<file path="config.mk">
export PLATFORM = sky130hd
export DESIGN_NAME = regfile_mbist_ctrl
export DESIGN_NICKNAME = d
export VERILOG_FILES = /design/src/rtl/regfile_mbist_ctrl.sv
export SDC_FILE = /design/constraint.sdc
export NUM_CORES = 1
export LEC_CHECK = 0
export ABC_CLOCK_PERIOD_IN_PS = 3800
export CAP_MARGIN = 5
export CORE_UTILIZATION = 28
export CTS_CLUSTER_DIAMETER = 50
export DETAILED_ROUTE_END_ITERATION = 10
export HOLD_SLACK_MARGIN = 0.06
export PLACE_DENSITY = 0.63
export SYNTH_ARGS = -nofsm -noshare
export SYNTH_HDL_FRONTEND = slang
export SYNTH_SLANG_ARGS = --single-unit
</file>
<file path="constraint.sdc">
create_clock -name clk -period 3.8 [get_ports clk]
set_input_delay 0.57 -clock clk [delete_from_list [all_inputs] [get_ports clk]]
set_output_delay 0.57 -clock clk [all_outputs]
set_load 0.005 [all_outputs]
</file>
<file path="src/rtl/regfile_mbist_ctrl.sv">
// March C- BIST sequencer for the register file's 1RW test port.
// Walks addresses 0..N-1 (the all-ones address maps to read-only register 0),
// checks read data one cycle after each read and records the first failure.
module regfile_mbist_ctrl #(
    parameter int unsigned           ADDR_WIDTH   = 5,
    parameter int unsigned           DATA_WIDTH   = 32,
    parameter logic [DATA_WIDTH-1:0] BG_PATTERN   = '0,
    parameter bit                    STOP_ON_FAIL = 1'b0
) (
    input  logic                  clk,
    input  logic                  rst,
    input  logic                  start_i,
    output logic                  busy_o,
    output logic                  done_o,
    output logic                  pass_o,
    output logic [7:0]            fail_cnt_o,
    output logic [ADDR_WIDTH-1:0] fail_addr_o,
    output logic [2:0]            fail_elem_o,
    output logic [DATA_WIDTH-1:0] fail_data_o,
    output logic                  BIST,
    output logic                  CSN_T,
    output logic                  WEN_T,
    output logic [ADDR_WIDTH-1:0] A_T,
    output logic [DATA_WIDTH-1:0] D_T,
    input  logic [DATA_WIDTH-1:0] Q_T
);

    localparam int unsigned   IW        = ADDR_WIDTH - 1;
    localparam int unsigned   N         = (1 << IW) - 1;
    localparam logic [IW-1:0] IDX_FIRST = '0;
    localparam logic [IW-1:0] IDX_LAST  = IW'(N - 1);

    typedef enum logic [3:0] {
        IDLE,
        E0_W0,
        E1_R0W1_UP,
        E2_R1W0_UP,
        E3_R0W1_DN,
        E4_R1W0_DN,
        E5_R0,
        DRAIN,
        DONE
    } state_t;

    state_t                  state;
    logic [IW-1:0]           idx;
    logic                    phase;      // 0 = read half, 1 = write half (E1..E4)
    logic                    csn_q;

    // issued-read tags, then the compare stage one cycle later
    logic [DATA_WIDTH-1:0]   iss_exp;
    logic [2:0]              iss_elem;
    logic                    cmp_vld;
    logic [DATA_WIDTH-1:0]   cmp_exp;
    logic [2:0]              cmp_elem;
    logic [ADDR_WIDTH-1:0]   cmp_addr;

    logic                    miscmp;
    logic [7:0]              fail_cnt_nxt;

    // per-element decode
    logic [2:0]              el_num;
    logic [DATA_WIDTH-1:0]   el_exp;
    logic                    el_up;
    state_t                  el_next;
    logic                    el_last;
    state_t                  state_adv;
    logic [IW-1:0]           idx_adv;

    // Compare the read data returned this cycle and compute the next fail count
    always_comb begin
        miscmp       = cmp_vld && (Q_T != cmp_exp);
        fail_cnt_nxt = fail_cnt_o;
        if (miscmp && (fail_cnt_o != 8'hFF)) begin
            fail_cnt_nxt = fail_cnt_o + 8'd1;
        end
    end

    // With stop-on-fail, the access already on the port during the failing
    // compare cycle is suppressed here; the registered chip select cannot
    // know about the miscompare in time.
    assign CSN_T = csn_q | (STOP_ON_FAIL && miscmp);

    // Element decode: expected read value, direction, successor, next address
    always_comb begin
        el_num  = 3'd0;
        el_exp  = BG_PATTERN;
        el_up   = 1'b1;
        el_next = IDLE;
        case (state)
            E0_W0:      begin el_num = 3'd0; el_exp =  BG_PATTERN; el_up = 1'b1; el_next = E1_R0W1_UP; end
            E1_R0W1_UP: begin el_num = 3'd1; el_exp =  BG_PATTERN; el_up = 1'b1; el_next = E2_R1W0_UP; end
            E2_R1W0_UP: begin el_num = 3'd2; el_exp = ~BG_PATTERN; el_up = 1'b1; el_next = E3_R0W1_DN; end
            E3_R0W1_DN: begin el_num = 3'd3; el_exp =  BG_PATTERN; el_up = 1'b0; el_next = E4_R1W0_DN; end
            E4_R1W0_DN: begin el_num = 3'd4; el_exp = ~BG_PATTERN; el_up = 1'b0; el_next = E5_R0;      end
            E5_R0:      begin el_num = 3'd5; el_exp =  BG_PATTERN; el_up = 1'b1; el_next = DRAIN;      end
            default:    begin el_num = 3'd0; el_exp =  BG_PATTERN; el_up = 1'b1; el_next = IDLE;       end
        endcase
        el_last   = el_up ? (idx == IDX_LAST) : (idx == IDX_FIRST);
        state_adv = state;
        idx_adv   = el_up ? idx + 1'b1 : idx - 1'b1;
        if (el_last) begin
            state_adv = el_next;
            idx_adv   = ((el_next == E3_R0W1_DN) || (el_next == E4_R1W0_DN)) ? IDX_LAST : IDX_FIRST;
        end
    end

    // Sequencer FSM with registered test-port and status outputs
    always_ff @(posedge clk) begin
        if (rst) begin
            state       <= IDLE;
            idx         <= '0;
            phase       <= 1'b0;
            csn_q       <= 1'b1;
            WEN_T       <= 1'b1;
            A_T         <= '0;
            D_T         <= '0;
            BIST        <= 1'b0;
            busy_o      <= 1'b0;
            done_o      <= 1'b0;
            pass_o      <= 1'b0;
            fail_cnt_o  <= '0;
            fail_addr_o <= '0;
            fail_elem_o <= '0;
            fail_data_o <= '0;
            iss_exp     <= '0;
            iss_elem    <= '0;
            cmp_vld     <= 1'b0;
            cmp_exp     <= '0;
            cmp_elem    <= '0;
            cmp_addr    <= '0;
        end else begin
            cmp_vld  <= !CSN_T && WEN_T;
            cmp_exp  <= iss_exp;
            cmp_elem <= iss_elem;
            cmp_addr <= A_T;

            fail_cnt_o <= fail_cnt_nxt;
            if (miscmp && (fail_cnt_o == 8'd0)) begin
                fail_addr_o <= cmp_addr;
                fail_elem_o <= cmp_elem;
                fail_data_o <= Q_T;
            end

            case (state)
                IDLE, DONE: begin
                    csn_q  <= 1'b1;
                    WEN_T  <= 1'b1;
                    BIST   <= 1'b0;
                    busy_o <= 1'b0;
                    if (state == DONE) begin
                        done_o <= 1'b1;
                        pass_o <= (fail_cnt_nxt == 8'd0);
                    end
                    if (start_i) begin
                        state       <= E0_W0;
                        idx         <= IDX_FIRST;
                        phase       <= 1'b0;
                        BIST        <= 1'b1;
                        busy_o      <= 1'b1;
                        done_o      <= 1'b0;
                        pass_o      <= 1'b0;
                        fail_cnt_o  <= '0;
                        fail_addr_o <= '0;
                        fail_elem_o <= '0;
                        fail_data_o <= '0;
                    end
                end
                E0_W0, E5_R0: begin
                    csn_q    <= 1'b0;
                    A_T      <= {1'b0, idx};
                    WEN_T    <= (state == E5_R0);
                    if (state == E0_W0) begin
                        D_T <= BG_PATTERN;
                    end
                    iss_exp  <= el_exp;
                    iss_elem <= el_num;
                    state    <= state_adv;
                    idx      <= idx_adv;
                end
                E1_R0W1_UP, E2_R1W0_UP, E3_R0W1_DN, E4_R1W0_DN: begin
                    csn_q <= 1'b0;
                    A_T   <= {1'b0, idx};
                    if (!phase) begin
                        WEN_T    <= 1'b1;
                        iss_exp  <= el_exp;
                        iss_elem <= el_num;
                        phase    <= 1'b1;
                    end else begin
                        WEN_T <= 1'b0;
                        D_T   <= ~el_exp;
                        phase <= 1'b0;
                        state <= state_adv;
                        idx   <= idx_adv;
                    end
                end
                DRAIN: begin
                    csn_q <= 1'b1;
                    WEN_T <= 1'b1;
                    state <= DONE;
                end
                default: begin
                    state <= IDLE;
                end
            endcase

            if (STOP_ON_FAIL && miscmp) begin
                state  <= DONE;
                csn_q  <= 1'b1;
                WEN_T  <= 1'b1;
                BIST   <= 1'b0;
                busy_o <= 1'b0;
                done_o <= 1'b1;
                pass_o <= 1'b0;
            end
        end
    end

endmodule

</file>
Yosys cells after proc, flatten, opt, wreduce, memory -nomap -nowiden

Cells that the tools add are included.

Bits in registers: 173
Input port bits: 35
Output and inout bits: 91
Logic and storage cells: 113

$add $sub $neg: 3
Eq/ne operators: 17
Mux-type cells: 43
Bitwise operators: 1
Reduce and logical (&&, ||, !) cells: 29

Operators with widths:

| kind                                                                   | count |
|---|---|
| 32-bit 2-to-1 mux                                                      | 7 |
| 32-bit one-hot mux with 2 select lines                                 | 2 |
| 4-bit 2-to-1 mux                                                       | 8 |
| 32-bit != test                                                         | 1 |
| 32-bit inverter                                                        | 1 |
| 4-bit by 3-bit equality test with 1-bit output (second input constant) | 6 |
| 8-bit 2-to-1 mux                                                       | 3 |
| 3-bit one-hot mux with 6 select lines                                  | 1 |
| 8-bit zero test                                                        | 2 |
| 4-bit one-hot mux with 4 select lines                                  | 1 |
| 5-bit 2-to-1 mux                                                       | 3 |
| 3-bit one-hot mux with 5 select lines                                  | 1 |
| 3-bit 2-to-1 mux                                                       | 4 |
| 4-bit one-hot mux with 3 select lines                                  | 1 |
| 8-bit by 1-bit adder with 8-bit output (second input constant)         | 1 |
| 4-bit by 2-bit equality test with 1-bit output (second input constant) | 2 |
| 4-bit equality test (second input constant)                            | 2 |
| 4-bit zero test                                                        | 2 |
| 1-bit 2-to-1 mux                                                       | 8 |
| 2-bit != test (second input constant)                                  | 4 |
| 8-bit != test (second input constant)                                  | 1 |
| 2-bit AND reduction                                                    | 4 |
| 2-bit nonzero test                                                     | 4 |
| 2-bit OR reduction                                                     | 4 |
| 14 further kinds                                                       | 20 |

Longest topological paths before layout

Gate-level depths: netlist of the first run.

Depth in word-level cells: 8
Depth in mapped cells: 9
Depth with buffers taken out: 8

Worst setup path after synthesis of the first run

OpenSTA, ideal clock, no wires.

Path kind: input to register
Start: in Q_T[18]
End: reg fail_addr_o[0]
Library setup time: 0.128 ns
Arrival time: 2.237 ns
Required time: 3.672 ns
Setup slack: 1.435 ns
Cell stages on the path: 8
Path through: or4_1 nor4_1 o22ai_1 o21a_2 nand4_4 buf_12 mux2i_1 nor2_1

Cells in the longest elaborated chain, start to end: 6

Ends and longest elaborated chain:

| element                | RTL line | text |
|---|---|---|
| start: declaration     | 25       | `input logic [DATA_WIDTH-1:0] Q_T` |
| 32-bit != test (*)     | 72       | `miscmp = cmp_vld && (Q_T != cmp_exp);` |
| 1-bit logical AND (*)  | 72       |  |
| 1-bit logical AND (*)  | 139      | `if (miscmp && (fail_cnt_o == 8'd0)) begin` |
| 5-bit 2-to-1 mux (*)   | 139      |  |
| 5-bit 2-to-1 mux       | 155      | `if (start_i) begin` |
| 5-bit 2-to-1 mux (*)   | 145      | `case (state)` |
| end signal: assignment | 140      | `fail_addr_o <= cmp_addr;` |
| end: declaration       | 17       | `output logic [ADDR_WIDTH-1:0] fail_addr_o,` |

Every way passes the cells marked *; elsewhere a longest branch is shown, timed or not.
A chain may end at the register's enable or synchronous reset.

Final worst setup path of the first run

Start: in Q_T[2]
End: reg fail_data_o[29]

Cells in the longest elaborated chain, start to end: 6

Ends and longest elaborated chain:

| element                | RTL line | text |
|---|---|---|
| 32-bit != test (*)     | 72       |  |
| 1-bit logical AND (*)  | 72       |  |
| 1-bit logical AND (*)  | 139      |  |
| 32-bit 2-to-1 mux (*)  | 139      |  |
| 32-bit 2-to-1 mux      | 155      |  |
| 32-bit 2-to-1 mux (*)  | 145      |  |
| end signal: assignment | 125      | `fail_data_o <= '0;` |
| end signal: assignment | 142      | `fail_data_o <= Q_T;` |
| end signal: assignment | 166      | `fail_data_o <= '0;` |
| end: declaration       | 19       | `output logic [DATA_WIDTH-1:0] fail_data_o,` |

Marked as above.

==> flow_summary.ini, run 1 <==
[outcome]
status = completed

[final_layout]
fill_cells = 1332
final_area_sq_um = 5250
final_net_count = 560
most-common-layout-cells = 124 x clkdlybuf4s50_1, 80 x dfxtp_1, 80 x nor2_1
syn2layout_area_growth_pct = 35.5
final_common_cell = clkdlybuf4s50_1
drive_gt1_frac = 0.0440
diodes = 0

[place]
dp_hpwl_mm = 6.64
placed_area_sq_um = 4950
routabilityCongestion = 0.802
port_buffers = 124

[job]
maxCapViolations = 0

[yosys]
synthArstFlopShare = 0
yosys_register_bits = 80
synth_edf_count = 0
ys_warn_count = 0
syn_area_sq_um = 3870
syn_avg_cell_area_sq_um = 8.88
synthesis.nets = 476
yosysSeqAreaShare = 0.414
synth.distinct_cells = 50
synthCells = 436
synth_ff_type = dfxtp_1

[critical_path]
crit_family = simple AND/OR/NAND/NOR gates
critical_path.max_stage_delay_ps = 540
path_cells = clkdlybuf4s50_1 -> or4_1 -> nor4_1 -> o22ai_1 -> o21a_2 -> nand4_4 -> buf_12 -> mux2i_1 -> nor2_1
path_class = input port to register
start_kind = input port
critical_path.slowest_cell = or4_1
required_ps = 3980
cp_num_buf_inv = 2
worstPathMaxFanout = 32
cp-end-kind = register
worst_ep_arrival_time_ps = 3140
rrSetupSlack_ps = 1270

[floorplanning]
rows = 42
core_area_sq_um = 13300
initial_core_util = 0.290
dieWidth_um = 120
dieArea_sq_um = 14300
die_h_um = 120
ios = 126

[global_route]
use_met3 = 0.0371
grt_usage = 0.136
globalRouteMet2Util = 0.214
gr-total-overflow = 0
first_global_vias = 3161
antenna_found_initial = 0
grt_pass1_wl_mm = 15.5
grt_max_degree = 48
use_met1 = 0.178
grt_most_used_layer = met2

[detailed_routing]
final_antenna_net_count = 0
route.detailed.drc = 0
drtIter0Drc = 148
vias = 3263
viasPerCell = 4.67
routedWlPerCell_um = 13.5
routed_wl_mm = 9.41
drt_first_pass_iters = 4

[clock_network]
path_clk_slew_ps = 60
cts_hold_buf = 0
numCtsBuffers = 9
cts_tree = done
cts_resized = 0
cts_buffer_depth = 2
htreeDepth = 3
clock-sinks = 80
worstSkewPairLatency_ps = 340
clockRootBuffer = clkbuf_16
cts_setup_buffers = 0

[timing]
finClkSkew_ps = 10.8
fin_setup_tns_ps = 0
slew_headroom = 0.382
final_max_slew_viol_count = 0
rsz0062_at_grt = no
fmax_mhz = 338
finalHoldViolations = 0
setup_viol_count_final = 0
worst_pin_slew_ps = 928
period_share = 0.778
fin_crit_ps = 2960
whs_ps = 463

[worst_hold_path]
hp-class = register to register

[power]
cellPowerDensity_nw_per_um2 = 468
p_leak_uw = 0.00207
vdd_ir_drop_max_uv = 245
==> tightest hold or removal path: cells and delay by family, from the launching register on <==
kind	cells	cell delay, ps
AND/OR/NAND/NOR	1	70
multiplexers	1	60
flip-flops	1	300
==> path summary, 6_finish.rpt <==
kind,from,endpoint,depth (start not counted)
setup / recovery,Q_T[2],fail_data_o[29],9
setup reg to reg,cmp_exp[30],fail_data_o[29],8
hold / removal,cmp_addr[2],fail_addr_o[2],2
hold reg to reg,cmp_addr[2],fail_addr_o[2],2
==> synthesized netlist by cell type (3+ instances only) <==
library cell | instances | share of area
o21ai_0 | 6 | 0.0078
inv_1 | 7 | 0.0068
a21o_1 | 3 | 0.0058
ha_1 | 4 | 0.013
buf_4 | 33 | 0.064
dfxtp_1 | 80 | 0.41
nor3_1 | 10 | 0.013
o22ai_1 | 4 | 0.0065
buf_12 | 4 | 0.021
nand2b_1 | 8 | 0.013
nand4_1 | 5 | 0.0081
nor2b_1 | 9 | 0.015
nor4_1 | 8 | 0.013
nor2_1 | 80 | 0.078
nand3_1 | 13 | 0.017
a21oi_1 | 20 | 0.026
xnor2_1 | 7 | 0.016
a211oi_1 | 3 | 0.0058
clkbuf_1 | 12 | 0.012
o21a_1 | 3 | 0.0058
o21ai_1 | 5 | 0.0065
mux2i_1 | 47 | 0.12
nand2_1 | 23 | 0.022
or3_1 | 5 | 0.0081
or4_1 | 5 | 0.0097
==> power breakdown <==
| part | internal, uW | switching [uW] |
|---|---|---|
| logic | 299 | 300 |
| clock network | 523 | 345 |
| registers | 903 | 82.9 |
==> registers in the layout (all words and copies together), names as in the netlist <==
signal,cells
CSN_T,1
iss_exp,1
A_T,4
BIST,1
D_T,1
fail_elem_o,3
fail_cnt_o,8
cmp_addr,4
done_o,1
cmp_vld,1
idx,4
state,4
cmp_exp,1
WEN_T,1
iss_elem,3
pass_o,1
fail_data_o,32
fail_addr_o,5
cmp_elem,3
phase,1
==> metrics by stage <==
stage | instances | util | total power, uW | setup slack, ps
after floorplan | 436 | - | 1430 | 1430
after global placement | 685 | 0.371 | 1590 | 522
after detailed placement | 685 | 0.371 | 1600 | 493
after CTS | 699 | 0.393 | 2490 | 840
after global routing | 699 | 0.393 | 2590 | 669
final | 699 | 0.393 | 2450 | 842
==> logic make-up (layout without fill, tap and decap cells) <==
group / after synthesis / count (layout) / share of synthesized area
AOI/OAI and AO/OA: 56 / 56 / 0.0895
other: 1 / 1 / 0.000969
and+or+nand+nor: 178 / 178 / 0.224
muxes: 47 / 47 / 0.122
adders and majority gates: 5 / 5 / 0.0181
xor gates and xnor gates: 9 / 9 / 0.0204
DFF: 80 / 80 / 0.414
buffers and inverters: 60 / 147 / 0.112
==> cell type report <==
cell class                 count  area [sq um]  area share
clock buffer                  10           239      0.0456
clock inverter                 4          52.6      0.0100
inverter                       7          26.3     0.00501
multi-input combinational    296          1840       0.350
sequential                    80          1600       0.305
tap                          176           220      0.0420
timing repair buffer         126          1270       0.242
==> metal layers <==
layer,vias to the layer above,routed length [um]
li1,1631,-
met1,1494,4430
met2,126,4160
met3,12,678
met4,0,136
met5,-,0
Note: power is estimated with default switching activity, not from simulation.
==> run 2: changes to the inputs <==
--- a/config.mk
+++ b/config.mk
@@ -5,7 +5,7 @@
 export SDC_FILE = /design/constraint.sdc
 export NUM_CORES = 1
 export LEC_CHECK = 0
-export ABC_CLOCK_PERIOD_IN_PS = 3800
+export ABC_CLOCK_PERIOD_IN_PS = 3000
 export CAP_MARGIN = 5
 export CORE_UTILIZATION = 28
 export CTS_CLUSTER_DIAMETER = 50
==> constraint.sdc (replaced) <==
create_clock -name clk -period 3 [get_ports clk]
set_input_delay 0.45 -clock clk [delete_from_list [all_inputs] [get_ports clk]]
set_output_delay 0.45 -clock clk [all_outputs]
set_load 0.005 [all_outputs]
==> run 2 against run 1 <==
Die area did not move. Highest routed layer unchanged. Critical path depth did not move. Non-clock buffer count rose by 11. Largest cell class unchanged. Worst setup slack worse by 440 ps. Via count is 3.9% higher. Total power increased by 28%. Core utilization up 0.77 points. Sequential cell count unchanged. Critical endpoint is now pass_o. Clock power up 26%. Clock-buffer cell count increased by 1. Register-to-register slack worse by 610 ps.
==> flow_summary.ini, run 2 (synthesis gave the netlist of run 1 again) <==
[detailed_routing]
drt_first_pass_iters = 4
route.detailed.drc = 0
routedWlPerCell_um = 13.2
viasPerCell = 4.76
vias = 3389
routed_wl_mm = 9.37
final_antenna_net_count = 0
drtIter0Drc = 158

[worst_hold_path]
hp-class = register to register

[timing]
finalHoldViolations = 0
fmax_mhz = 386
worst_pin_slew_ps = 908
period_share = 0.864
setup_viol_count_final = 0
fin_setup_tns_ps = 0
fin_crit_ps = 2590
finClkSkew_ps = 5.48
rsz0062_at_grt = no
slew_headroom = 0.394
final_max_slew_viol_count = 0
worst_slack_ps = 407

[final_layout]
final_net_count = 571
drive_gt1_frac = 0.0653
finalNonFillerCells = 712
diodes = 0
most-common-layout-cells = 124 x clkdlybuf4s50_1, 80 x dfxtp_1, 80 x nor2_1
syn2layout_area_growth_pct = 38.2
largest_reg_flops = 32
reg_top3 = fail_data_o (32), fail_cnt_o (8), fail_addr_o (5)
final_area_sq_um = 5350
final_common_cell = clkdlybuf4s50_1
regMostFlops = fail_data_o

[place]
placed_area_sq_um = 5050
routabilityCongestion = 0.821
pre_cts_ws_ps = 50.9
dp_cells = 696
dp_hpwl_mm = 6.75
port_buffers = 124

[floorplanning]
core_area_sq_um = 13300
die_h_um = 120
dieArea_sq_um = 14300
ios = 126
rows = 42
initial_core_util = 0.290
dieWidth_um = 120

[global_route]
grt_most_used_layer = met2
use_met1 = 0.177
grt_max_degree = 48
use_met3 = 0.0280
grt_usage = 0.134
first_global_vias = 3258
gr-total-overflow = 0
globalRouteMet2Util = 0.211
antenna_found_initial = 0
grt_pass1_wl_mm = 15.4

[power]
vdd_ir_drop_max_uv = 254
p_leak_uw = 0.00213
cellPowerDensity_nw_per_um2 = 586

[critical_path]
critical_path.slowest_cell = or4_1
path_class = input port to register
path_cells = clkdlybuf4s50_1 -> or4_1 -> nor4_1 -> o22ai_1 -> buf_4 -> o21ai_1 -> nor4_1 -> a211oi_1 -> o21ai_1
critical_path.max_stage_delay_ps = 560
cp-end-kind = register
worst_ep_arrival_time_ps = 2810
start_kind = input port
cp_num_buf_inv = 2
required_ps = 3220
crit_family = simple AND/OR/NAND/NOR gates
worstPathMaxFanout = 4

[clock_network]
cts_setup_buffers = 0
clockRootBuffer = clkbuf_16
cts_resized = 0
path_clk_slew_ps = 60
cts_buffer_depth = 2
worstSkewPairLatency_ps = 330
clock-sinks = 80
cts_tree = done
htreeDepth = 3
numCtsBuffers = 9
cts_hold_buf = 0

[job]
maxCapViolations = 0

[outcome]
status = completed
-- run 2: cell type report --
type / count / area, sq um
fillers: 1351 / 8000
repair buffers: 137 / 1360
well taps: 176 / 220
multi-input cells: 296 / 1840
flip-flops and latches: 80 / 1600
clock buffers: 11 / 243
clock inverters: 5 / 56.3
inverters: 7 / 26.3
-- run 2: worst paths after layout --
kind	start	end	slack (ps)	cells past startpoint
worst min-delay path	iss_elem[2]	cmp_elem[2]	460	1
worst max register to register	state[2]	idx[3]	660	8
worst min register to register	iss_elem[2]	cmp_elem[2]	460	1
worst max-delay path	Q_T[18]	pass_o	410	9
-- run 2: power by group --
part / internal [uW] / switching [uW] / total [uW] / leakage, uW
combinational: 406 / 388 / 794 / 0.00134
sequential: 1140 / 108 / 1250 / 0.000647
clock: 665 / 424 / 1090 / 0.000145
-- run 2: worst reg2reg max path, stage by stage (launching register included) --
cell and delay [ps]:
dfxtp_1 620, nor3b_2 510, ha_1 330, a21o_1 180, a21oi_1 180, xnor2_1 140, nor2_1 60, o21ai_1 130
a21oi_1 80
-- run 2: metrics by stage --
step / total power (uW) / util / hold slack [ps]
after floorplan: 1820 / - / 431
after global placement: 2060 / 0.378 / 444
after detailed placement: 2070 / 0.378 / 452
after CTS: 3180 / 0.401 / 465
after global routing: 3310 / 0.401 / 479
final: 3140 / 0.401 / 463
-- run 2: layer usage --
metal  part of all wire  vias to the layer above
li1                   -                     1671
met1               0.48                     1575
met2               0.45                      130
met3              0.060                       13
met4              0.012                        0
met5                  0                        -
